## src/rtl/ps2_pkg.sv

```systemverilog
// Shared constants, event layout and FSM encodings for the PS/2 keyboard event path.
package ps2_pkg;

  localparam logic [7:0] BRK = 8'hF0;
  localparam logic [7:0] EXT = 8'hE0;

  // Keyboard status/response bytes that never form part of a key event.
  localparam logic [7:0] IGN_BAT    = 8'hAA;
  localparam logic [7:0] IGN_ACK    = 8'hFA;
  localparam logic [7:0] IGN_ECHO   = 8'hEE;
  localparam logic [7:0] IGN_BATF   = 8'hFC;
  localparam logic [7:0] IGN_RESEND = 8'hFE;
  localparam logic [7:0] IGN_PAUSE  = 8'hE1;

  localparam int CODE_W     = 8;
  localparam int EV_W       = 10;
  localparam int EV_BRK_BIT = 8;
  localparam int EV_EXT_BIT = 9;

  typedef enum logic [1:0] {
    DEC_BASE,
    DEC_EXT,
    DEC_BRK,
    DEC_EXT_BRK
  } dec_state_e;

  typedef enum logic [1:0] {
    RX_IDLE,
    RX_SHIFT,
    RX_CHECK
  } rx_state_e;

  function automatic logic is_ignored(input logic [7:0] b);
    return (b == IGN_BAT) || (b == IGN_ACK) || (b == IGN_ECHO) ||
           (b == IGN_BATF) || (b == IGN_RESEND) || (b == IGN_PAUSE);
  endfunction

endpackage

```

## src/rtl/ps2_frame_rx.sv

```systemverilog
// PS/2 clock filter, falling-edge detect and 11-bit frame receiver with
// parity/stop checking and a mid-frame inactivity timeout.
module ps2_frame_rx
  import ps2_pkg::*;
#(
  parameter int FILT_LEN    = 8,
  parameter int TIMEOUT_CYC = 50000
) (
  input  logic              clk,
  input  logic              rst_n,
  input  logic              ps2d_i,
  input  logic              ps2c_i,
  output logic [CODE_W-1:0] byte_o,
  output logic              byte_valid_o,
  output logic              err_tick_o
);

  localparam int              TO_W    = $clog2(TIMEOUT_CYC + 1);
  localparam logic [TO_W-1:0] TO_LAST = TO_W'(TIMEOUT_CYC - 1);

  logic [FILT_LEN-1:0] filt_sr_q, filt_sr_d;
  logic                filt_q, filt_d;
  logic                fall_edge;
  rx_state_e           state_q, state_d;
  logic [9:0]          sh_q, sh_d;
  logic [3:0]          nbit_q, nbit_d;
  logic [TO_W-1:0]     to_q, to_d;

  // Filtered clock only moves once the whole sample window agrees.
  always_comb begin
    filt_sr_d = {ps2c_i, filt_sr_q[FILT_LEN-1:1]};
    filt_d    = filt_q;
    if (&filt_sr_q)
      filt_d = 1'b1;
    else if (~|filt_sr_q)
      filt_d = 1'b0;
  end

  assign fall_edge = filt_q & ~filt_d;

  always_comb begin
    state_d      = state_q;
    sh_d         = sh_q;
    nbit_d       = nbit_q;
    to_d         = to_q;
    byte_valid_o = 1'b0;
    err_tick_o   = 1'b0;
    case (state_q)
      RX_IDLE: begin
        if (fall_edge) begin
          if (!ps2d_i) begin
            state_d = RX_SHIFT;
            nbit_d  = 4'd0;
            to_d    = '0;
          end else begin
            err_tick_o = 1'b1;
          end
        end
      end
      RX_SHIFT: begin
        // Eight data bits, parity, then stop, all shifted in LSB first.
        if (fall_edge) begin
          sh_d = {ps2d_i, sh_q[9:1]};
          to_d = '0;
          if (nbit_q == 4'd9)
            state_d = RX_CHECK;
          else
            nbit_d = nbit_q + 4'd1;
        end else if (to_q == TO_LAST) begin
          state_d    = RX_IDLE;
          err_tick_o = 1'b1;
        end else begin
          to_d = to_q + TO_W'(1);
        end
      end
      RX_CHECK: begin
        if ((^sh_q[8:0]) && sh_q[9])
          byte_valid_o = 1'b1;
        else
          err_tick_o = 1'b1;
        state_d = RX_IDLE;
      end
      default: state_d = RX_IDLE;
    endcase
  end

  assign byte_o = sh_q[7:0];

  always_ff @(posedge clk or negedge rst_n) begin
    if (!rst_n) begin
      filt_sr_q <= '0;
      filt_q    <= 1'b0;
      state_q   <= RX_IDLE;
      nbit_q    <= 4'd0;
      to_q      <= '0;
    end else begin
      filt_sr_q <= filt_sr_d;
      filt_q    <= filt_d;
      state_q   <= state_d;
      nbit_q    <= nbit_d;
      to_q      <= to_d;
    end
  end

  always_ff @(posedge clk) begin
    sh_q <= sh_d;
  end

endmodule

```

## src/rtl/ps2_kb_event.sv

```systemverilog
// PS/2 keyboard to tagged key-event FIFO (FWFT). Define PS2_MAKE_EVENT_EN to
// also queue make (press) events; by default only releases are queued.
module ps2_kb_event
  import ps2_pkg::*;
#(
  parameter int FILT_LEN    = 8,
  parameter int FIFO_AW     = 3,
  parameter int TIMEOUT_CYC = 50000
) (
  input  logic              clk,
  input  logic              reset,
  input  logic              ps2d,
  input  logic              ps2c,
  input  logic              rd,
  output logic [CODE_W-1:0] ev_code,
  output logic              ev_ext,
  output logic              ev_brk,
  output logic              empty,
  output logic              full,
  output logic              overflow,
  output logic              frame_err,
  input  logic              err_clr
);

`ifdef PS2_MAKE_EVENT_EN
  localparam logic MAKE_EN = 1'b1;
`else
  localparam logic MAKE_EN = 1'b0;
`endif

  localparam int DEPTH = 1 << FIFO_AW;
  localparam int PW    = FIFO_AW + 1;

  logic [CODE_W-1:0] rx_byte;
  logic              rx_valid;
  logic              err_tick;

  ps2_frame_rx #(
    .FILT_LEN   (FILT_LEN),
    .TIMEOUT_CYC(TIMEOUT_CYC)
  ) u_rx (
    .clk         (clk),
    .rst_n       (reset),
    .ps2d_i      (ps2d),
    .ps2c_i      (ps2c),
    .byte_o      (rx_byte),
    .byte_valid_o(rx_valid),
    .err_tick_o  (err_tick)
  );

  dec_state_e      dec_q, dec_d;
  logic            push;
  logic [EV_W-1:0] push_ev;

  // Prefix decoder: status bytes abandon any pending prefix.
  always_comb begin
    dec_d   = dec_q;
    push    = 1'b0;
    push_ev = {2'b00, rx_byte};
    if (rx_valid) begin
      if (is_ignored(rx_byte)) begin
        dec_d = DEC_BASE;
      end else begin
        case (dec_q)
          DEC_BASE: begin
            if (rx_byte == EXT)
              dec_d = DEC_EXT;
            else if (rx_byte == BRK)
              dec_d = DEC_BRK;
            else
              push = MAKE_EN;
          end
          DEC_EXT: begin
            if (rx_byte == BRK) begin
              dec_d = DEC_EXT_BRK;
            end else begin
              push                = MAKE_EN;
              push_ev[EV_EXT_BIT] = 1'b1;
              dec_d               = DEC_BASE;
            end
          end
          DEC_BRK: begin
            push                = 1'b1;
            push_ev[EV_BRK_BIT] = 1'b1;
            dec_d               = DEC_BASE;
          end
          DEC_EXT_BRK: begin
            push                = 1'b1;
            push_ev[EV_EXT_BIT] = 1'b1;
            push_ev[EV_BRK_BIT] = 1'b1;
            dec_d               = DEC_BASE;
          end
          default: dec_d = DEC_BASE;
        endcase
      end
    end
  end

  logic [EV_W-1:0] mem [DEPTH];
  logic [PW-1:0]   wr_q, wr_d, rd_q, rd_d;
  logic [EV_W-1:0] head_q, head_d, head;
  logic            do_rd, do_wr;
  logic            ovf_q, ovf_d, ferr_q, ferr_d;

  assign empty = (wr_q == rd_q);
  assign full  = (wr_q[FIFO_AW] != rd_q[FIFO_AW]) &&
                 (wr_q[FIFO_AW-1:0] == rd_q[FIFO_AW-1:0]);
  assign do_rd = rd & ~empty;
  assign do_wr = push & (~full | do_rd);

  // head_q remembers the last visible entry so outputs hold once drained.
  assign head   = empty ? head_q : mem[rd_q[FIFO_AW-1:0]];
  assign head_d = head;
  assign wr_d   = wr_q + PW'(do_wr);
  assign rd_d   = rd_q + PW'(do_rd);

  assign ev_code = head[CODE_W-1:0];
  assign ev_brk  = head[EV_BRK_BIT];
  assign ev_ext  = head[EV_EXT_BIT];

  // A new error in the same cycle as err_clr keeps the flag set.
  always_comb begin
    ovf_d  = ovf_q;
    ferr_d = ferr_q;
    if (err_clr) begin
      ovf_d  = 1'b0;
      ferr_d = 1'b0;
    end
    if (push && full && !do_rd)
      ovf_d = 1'b1;
    if (err_tick)
      ferr_d = 1'b1;
  end

  assign overflow  = ovf_q;
  assign frame_err = ferr_q;

  always_ff @(posedge clk or negedge reset) begin
    if (!reset) begin
      dec_q  <= DEC_BASE;
      wr_q   <= '0;
      rd_q   <= '0;
      head_q <= '0;
      ovf_q  <= 1'b0;
      ferr_q <= 1'b0;
    end else begin
      dec_q  <= dec_d;
      wr_q   <= wr_d;
      rd_q   <= rd_d;
      head_q <= head_d;
      ovf_q  <= ovf_d;
      ferr_q <= ferr_d;
    end
  end

  always_ff @(posedge clk) begin
    if (do_wr)
      mem[wr_q[FIFO_AW-1:0]] <= push_ev;
  end

endmodule

```

## config.mk

```make
export PLATFORM = sky130hd
export DESIGN_NAME = ps2_kb_event
export DESIGN_NICKNAME = d
export VERILOG_FILES = /design/src/rtl/ps2_pkg.sv /design/src/rtl/ps2_frame_rx.sv /design/src/rtl/ps2_kb_event.sv
export SDC_FILE = /design/constraint.sdc
export NUM_CORES = 1
export LEC_CHECK = 0
export CORE_ASPECT_RATIO = 1.75
export CORE_UTILIZATION = 44
export DETAILED_ROUTE_END_ITERATION = 8
export HOLD_SLACK_MARGIN = 0.1
export PLACE_DENSITY = 0.59
export SYNTH_ARGS = -nofsm -noshare
export SYNTH_HDL_FRONTEND = slang
export SYNTH_HIERARCHICAL = 1
export SYNTH_SLANG_ARGS = --single-unit
```

## constraint.sdc

```tcl
create_clock -name clk -period 3.8 [get_ports clk]
set_input_delay 0.57 -clock clk [delete_from_list [all_inputs] [get_ports clk]]
set_output_delay 0.57 -clock clk [all_outputs]
set_load 0.03 [all_outputs]
```

# [Word-level counts from Yosys, hierarchy flattened]
# Memories as Yosys holds them, arrays and structs flattened.
# Cells that the tools add are included.
# W data, S select, Z words.
[word_totals] register_bits=63 mem_bits_rw=80 in_bits=6 out_inout_bits=14 wordCells=120 mem_count=1
[mem_list] memory="mem" depth=8 word_bits=10 rd=1 rd_ports_with_merged_regs=0 wr=1 line_no="ps2_kb_event.sv:99" text="logic [EV_W-1:0] mem [DEPTH];"
[op_classes] add_sub_neg=4 eq_ne=26 mux=45 bitwise=7 reduce_logical=25
[op_table] operator="$eq A8 B8 Y1 const B" count=8
[op_table] operator="$mux W16" count=4
[op_table] operator="$pmux W16 S2" count=1
[op_table] operator="$mux W2" count=11
[op_table] operator="$mux W1" count=18
[op_table] operator="$add A16 B1 Y16 const B" count=1
[op_table] operator="$eq A16 B16 Y1 const B" count=1
[op_table] operator="$mux W4" count=4
[op_table] operator="$mux W10" count=1
[op_table] operator="$reduce_xor A9 Y1" count=1
[op_table] operator="$add A4 B1 Y4" count=2
[op_table] operator="$pmux W4 S2" count=1
[op_table] operator="$reduce_and A4 Y1" count=2
[op_table] operator="$reduce_and A8 Y1" count=1
[op_table] operator="$reduce_or A8 Y1" count=1
[op_table] operator="$eq A2 B2 Y1 const B" count=3
[op_table] operator="$pmux W2 S3" count=1
[op_table] operator="$reduce_bool A2 Y1" count=3
[op_table] operator="$logic_or A1 B1 Y1" count=5
[op_table] operator="$reduce_and A5 Y1" count=1
[op_table] operator="$add A4 B1 Y4 const B" count=1
[op_table] operator="$eq A2 B1 Y1 const B" count=2
[op_table] operator="$eq A4 B4 Y1" count=1
[op_table] operator="$eq A4 B4 Y1 const B" count=1
[op_table] operator="other kinds (19)" count=32

# [Depth between registers and ports, before layout]
[logic_depth] depth_word=11 mapped_depth=10 ltp_nobuf=10

# [Modules after synthesis]
# The synthesis kept the hierarchy.
[by_module_without_submodules] mod="ps2_kb_event" n_inst=1 cells_each=222 area_per_inst_um2=4162.7 seq_area_each_um2=2952.8
[by_module_without_submodules] mod="ps2_frame_rx" n_inst=1 cells_each=198 area_per_inst_um2=2077.0 seq_area_each_um2=1076.0

# [Worst setup path after synthesis]
# Ideal clock, no wire load.
[synth_path] path_type="register -> register" startpoint="register u_rx.sh_q[1]" endpoint="memory mem[6][0] (enable)" setup_time_ps=390 arrival_ps=2693 t_required_ps=3410 setup_slack_ps=717 stages_incl_launch_ff=10 n_path_buf=0 period_less_slack_ps=3083 path_cell_list="edfxtp_1 xnor2_1 xnor3_1 xnor2_1 nand3_1 nor2_1 nand2_1 a21oi_1 o211ai_1 nor3_1"
[synth_via] word_cells_on_any_way=20 classes_between="eq/ne (6); mux (6); bitwise (1); reduce/logical (7)"
[synth_lines] element="start: declaration" line_no="ps2_frame_rx.sv:25" text="logic [9:0] sh_q, sh_d;"
[synth_lines] element="start signal: assignment" line_no="ps2_frame_rx.sv:106" text="sh_q <= sh_d;"
[synth_lines] element="$reduce_xor A9 Y1" line_no="ps2_frame_rx.sv:77" text="if ((^sh_q[8:0]) && sh_q[9])"
[synth_lines] element="$logic_and A1 B1 Y1" line_no="ps2_frame_rx.sv:77"
[synth_lines] element="$mux W1" line_no="ps2_frame_rx.sv:77"
[synth_lines] element="$mux W1" line_no="ps2_frame_rx.sv:48" text="case (state_q)"
[synth_lines] element="net rx_valid" line_no="ps2_kb_event.sv:35" text="logic rx_valid;"
[synth_lines] element="$mux W1" line_no="ps2_kb_event.sv:60" text="if (rx_valid) begin"
[synth_lines] element="$and A1 B1 Y1" line_no="ps2_kb_event.sv:109" text="assign do_wr = push & (~full | do_rd);"
[synth_lines] element="$mux W1" line_no="ps2_kb_event.sv:157" text="if (do_wr)"
[synth_lines] element="$mux W1 (implied by the code)" line_no="ps2_kb_event.sv:158" text="mem[wr_q[FIFO_AW-1:0]] <= push_ev;"
[synth_lines] element="end: declaration" line_no="ps2_kb_event.sv:99"
# The timed path passes the listed nets, and every way through them passes these cells.

# [Worst setup path in the final report]
[layout_path] startpoint="register u_rx.sh_q[0]" endpoint="memory mem[5][3] (enable)"
# The elaborated chain is that of the path after synthesis.

==> results.toml <==
[clocking]
clock_sinks = 143
cts_max_level = 4
clock_transition_at_the_registers_of_the_reported_paths_ns = 0.06
clk_root_buf = "sky130_fd_sc_hd__clkbuf_16"
clk-insertion-delay-late_ns = 0.41
cts_hold_buffers = 0
cts_made_buffers = 17
cts_resized = 0
clock_tree_from_tritoncts = "done"
post_cts.repair.setup_buffers = 0
cts_max_path_buffers = 2

[setup_path]
worst-endpoint-arrival_ns = 3.41
critical_path.reg2reg.startpoint = "u_rx/sh_q[0]"
r2r_slack_ns = 0.50
start_kind = "flop"
critPathCaptureType = "flop"
critical_path.n_buffers_inverters = 1
cp_cell_sequence = "xnor2_1, xnor3_1, xnor2_1, nand3_1, nor2_1, nand2_1, a21oi_1, o211ai_1, nor4b_2, buf_4"
critical_path.max_fanout = 14
slowest_delay_ns = 0.59
cp_delay_by_family_top = "XOR/XNOR gates"
worstRegToRegCells = 10
worst_ep_required_time_ns = 3.91
r2r_endpoint = "mem[5][3]"
timing.critical_path.mode_cell = "sky130_fd_sc_hd__xnor2_1"
worst-setup-path-type = "reg -> reg"
cp_slowest_cell = "sky130_fd_sc_hd__edfxtp_1"

[detailed_routing]
post-route-drc-count = 0
wirelength_um = 12500
drtAntennaViolNets = 0
detail_route.vias_per_cell = 5.54
via_count = 3565
firstDrtPassIters = 4
avgRoutedWirePerCell_um = 19.4
drtIter0Drc = 176

[floorplanning]
initial_utilization = 0.451
die_height_um = 160
core_sq_mm = 0.0138
i_o_pins = 20
rows = 57
die_x_um = 92.0
die-area_sq_mm = 0.0147

[global_routing]
grt_pass1_vias = 3673
grt_max_degree = 31
grt_pass1_wl_um = 19900
globalRouteOverflowTotal = 0
globalRouteTotalUtil = 0.183
grt_antenna_before_repair = 0

[hold_path]
worstHoldPathType = "in -> async"

[synthesis]
synthesis.yosys.warnings = 6
synth_area_leader_cell = "sky130_fd_sc_hd__edfxtp_1"
synth_sequential_area_ratio = 0.646
synth.ff_latch_count = 143
post_synth.cell_area_avg_sq_um = 14.9
syn_area_sq_mm = 0.00624
synth_enable_flop_cells = 90
synthCells = 420
synth.top_cell.area_share = 0.433
async_flop_share = 0.371
synth_top_flop_cell = "sky130_fd_sc_hd__edfxtp_1"
synth.top_cells.by_area = "sky130_fd_sc_hd__edfxtp_1 (43%), sky130_fd_sc_hd__dfrtp_1 (21%), sky130_fd_sc_hd__mux4_2 (7.2%), sky130_fd_sc_hd__nand2_1 (1.7%), sky130_fd_sc_hd__mux2i_1 (1.6%)"
postSynthNetCount = 433
yosysUniqueCellTypes = 56

[pwr]
peakVddDrop_mv = 0.316
static-leakage-power_nw = 2.58
power.density_mw_per_mm2 = 637

[finish]
area_growth_syn_to_layout_pct = 15.4
count_of_inserted_antenna_diode_cells = 0
n_fill_cell = 1162
post_route_cells_drive_above_1_share = 0.223
finalNetCount = 466

[placed_design]
port_buffers = 19
place.gp.congestion = 0.809
dp.final_hpwl_um = 8610

[sta]
timing.final.hold_violations = 0
rsz0062_at_grt = "no"
fin_tns_setup_ns = 0
highest_achievable_clock_rate_ghz = 0.303
whs_ns = 0.231
timing_worst_slew_pin_value_ns = 0.965
finalClockSkew_ns = 0.00856
maxSlewViolCount = 0
finalWorstPathRequiredPeriod_ns = 3.30
relative_slew_slack = 0.353
period_share = 0.868
setup_viol_count_final = 0

[job]
max-cap-violations = 0

[outcome]
run_status = "finished, final reports clean"
[kinds of logic (layout without fill, tap and decap cells)]
| group | Yosys count | in the layout | synth area share |
|---|---|---|---|
| flops | 143 | 143 | 0.646 |
| xor+xnor | 16 | 16 | 0.0271 |
| buf+inv | 34 | 80 | 0.0319 |
| compound gates | 61 | 61 | 0.0620 |
| mux | 32 | 32 | 0.0918 |
| simple gates | 126 | 126 | 0.126 |
| fa+ha+maj | 8 | 8 | 0.0158 |
[cell usage in the layout (no fill, tap or decap), types with 5 or more instances in the layout]
cell type                         instances
sky130_fd_sc_hd__edfxtp_1                90
sky130_fd_sc_hd__dfrtp_1                 53
sky130_fd_sc_hd__buf_4                   30
sky130_fd_sc_hd__nand2_1                 29
sky130_fd_sc_hd__mux4_2                  20
sky130_fd_sc_hd__nor2_1                  18
sky130_fd_sc_hd__clkbuf_16               17
sky130_fd_sc_hd__nand3_1                 16
sky130_fd_sc_hd__o21ai_1                 15
sky130_fd_sc_hd__o21ai_0                 15
sky130_fd_sc_hd__nor3_1                  11
sky130_fd_sc_hd__mux2i_1                 10
sky130_fd_sc_hd__inv_1                    9
sky130_fd_sc_hd__xnor2_1                  9
sky130_fd_sc_hd__clkdlybuf4s50_1          8
sky130_fd_sc_hd__o31ai_1                  8
sky130_fd_sc_hd__ha_1                     7
sky130_fd_sc_hd__inv_6                    7
sky130_fd_sc_hd__nand4_1                  6
sky130_fd_sc_hd__a21oi_1                  5
[worst max-delay path by stage]
stage	start	slack [ns]	cells after the start	end
after floorplan	u_rx/sh_q[1]	0.72	9	mem[6][0]
after global placement	u_rx/sh_q[0]	0.69	10	mem[4][8]
after detailed placement	u_rx/sh_q[0]	0.55	10	mem[5][8]
after CTS	u_rx/sh_q[0]	0.53	10	mem[5][3]
after global routing	u_rx/sh_q[0]	0.31	10	mem[3][4]
final	u_rx/sh_q[0]	0.50	10	mem[5][3]
[registers in the layout, indices dropped and copies added, names as in the netlist]
name and cells:
u_rx/to_q 16, wr_q 4, u_rx/state_q 2, mem 80, rd_q 4, dec_q 2, u_rx/sh_q 10, u_rx/filt_sr_q 8
overflow 1, head_q 10, u_rx/nbit_q 4, frame_err 1, u_rx/filt_q 1
[layout make-up]
cell class / count / area, sq um / share of cell area
clock buffers: 17 / 425 / 0.0591
clock inverters: 15 / 169 / 0.0235
inverters: 9 / 33.8 / 0.00469
multi-input cells: 243 / 2010 / 0.279
flip-flops and latches: 143 / 4030 / 0.560
well taps: 177 / 221 / 0.0308
repair buffers: 39 / 310 / 0.0431
[cells in the mapped netlist (5+ instances only)]
library cell / instances
sky130_fd_sc_hd__a21oi_1: 5
sky130_fd_sc_hd__buf_2: 8
sky130_fd_sc_hd__buf_4: 12
sky130_fd_sc_hd__dfrtp_1: 53
sky130_fd_sc_hd__edfxtp_1: 90
sky130_fd_sc_hd__ha_1: 7
sky130_fd_sc_hd__inv_1: 9
sky130_fd_sc_hd__mux2i_1: 10
sky130_fd_sc_hd__mux4_2: 20
sky130_fd_sc_hd__nand2_1: 29
sky130_fd_sc_hd__nand3_1: 16
sky130_fd_sc_hd__nand4_1: 6
sky130_fd_sc_hd__nor2_1: 18
sky130_fd_sc_hd__nor3_1: 11
sky130_fd_sc_hd__o21ai_0: 15
sky130_fd_sc_hd__o21ai_1: 15
sky130_fd_sc_hd__o31ai_1: 8
sky130_fd_sc_hd__xnor2_1: 9
[worst reg2reg max path: cells and delay by family (launching register included)]
kind	cells	cell delay (ns)
buffers and inverters	1	0.25
xor gates and xnor gates	3	0.87
DFF	1	0.59
and+or+nand+nor	4	0.81
AOI/OAI and AO/OA	2	0.49
[per-layer routing]
layer,vias to the layer above,part of all wire,track usage
li1,1674,-,-
met2,54,0.56,0.333
met5,-,0,0
met1,1815,0.38,0.197
met4,0,0.038,0.0888
met3,22,0.024,0.0420
[per-stage QoR]
| step | setup slack, ns | instances | total power, mW | utilization | area (sq um) |
|---|---|---|---|---|---|
| 2_1_floorplan | 0.717 | 420 | 2.62 | - | 6240 |
| 4_1_cts | 0.529 | 643 | 4.65 | 0.520 | 7200 |
| 3_5_place_dp | 0.553 | 611 | 2.98 | 0.477 | 6610 |
| 6_report | 0.502 | 643 | 4.58 | 0.520 | 7200 |
| 3_3_place_gp | 0.686 | 611 | 2.97 | 0.477 | 6610 |
| 5_1_grt | 0.311 | 643 | 4.78 | 0.520 | 7200 |
[report_power, final]
| group | internal, mW | switching (mW) |
|---|---|---|
| combinational | 0.470 | 0.661 |
| clock | 0.985 | 0.675 |
| sequential | 1.74 | 0.0553 |
| total | 3.19 | 1.39 |
(Power assumes the default switching activity.)
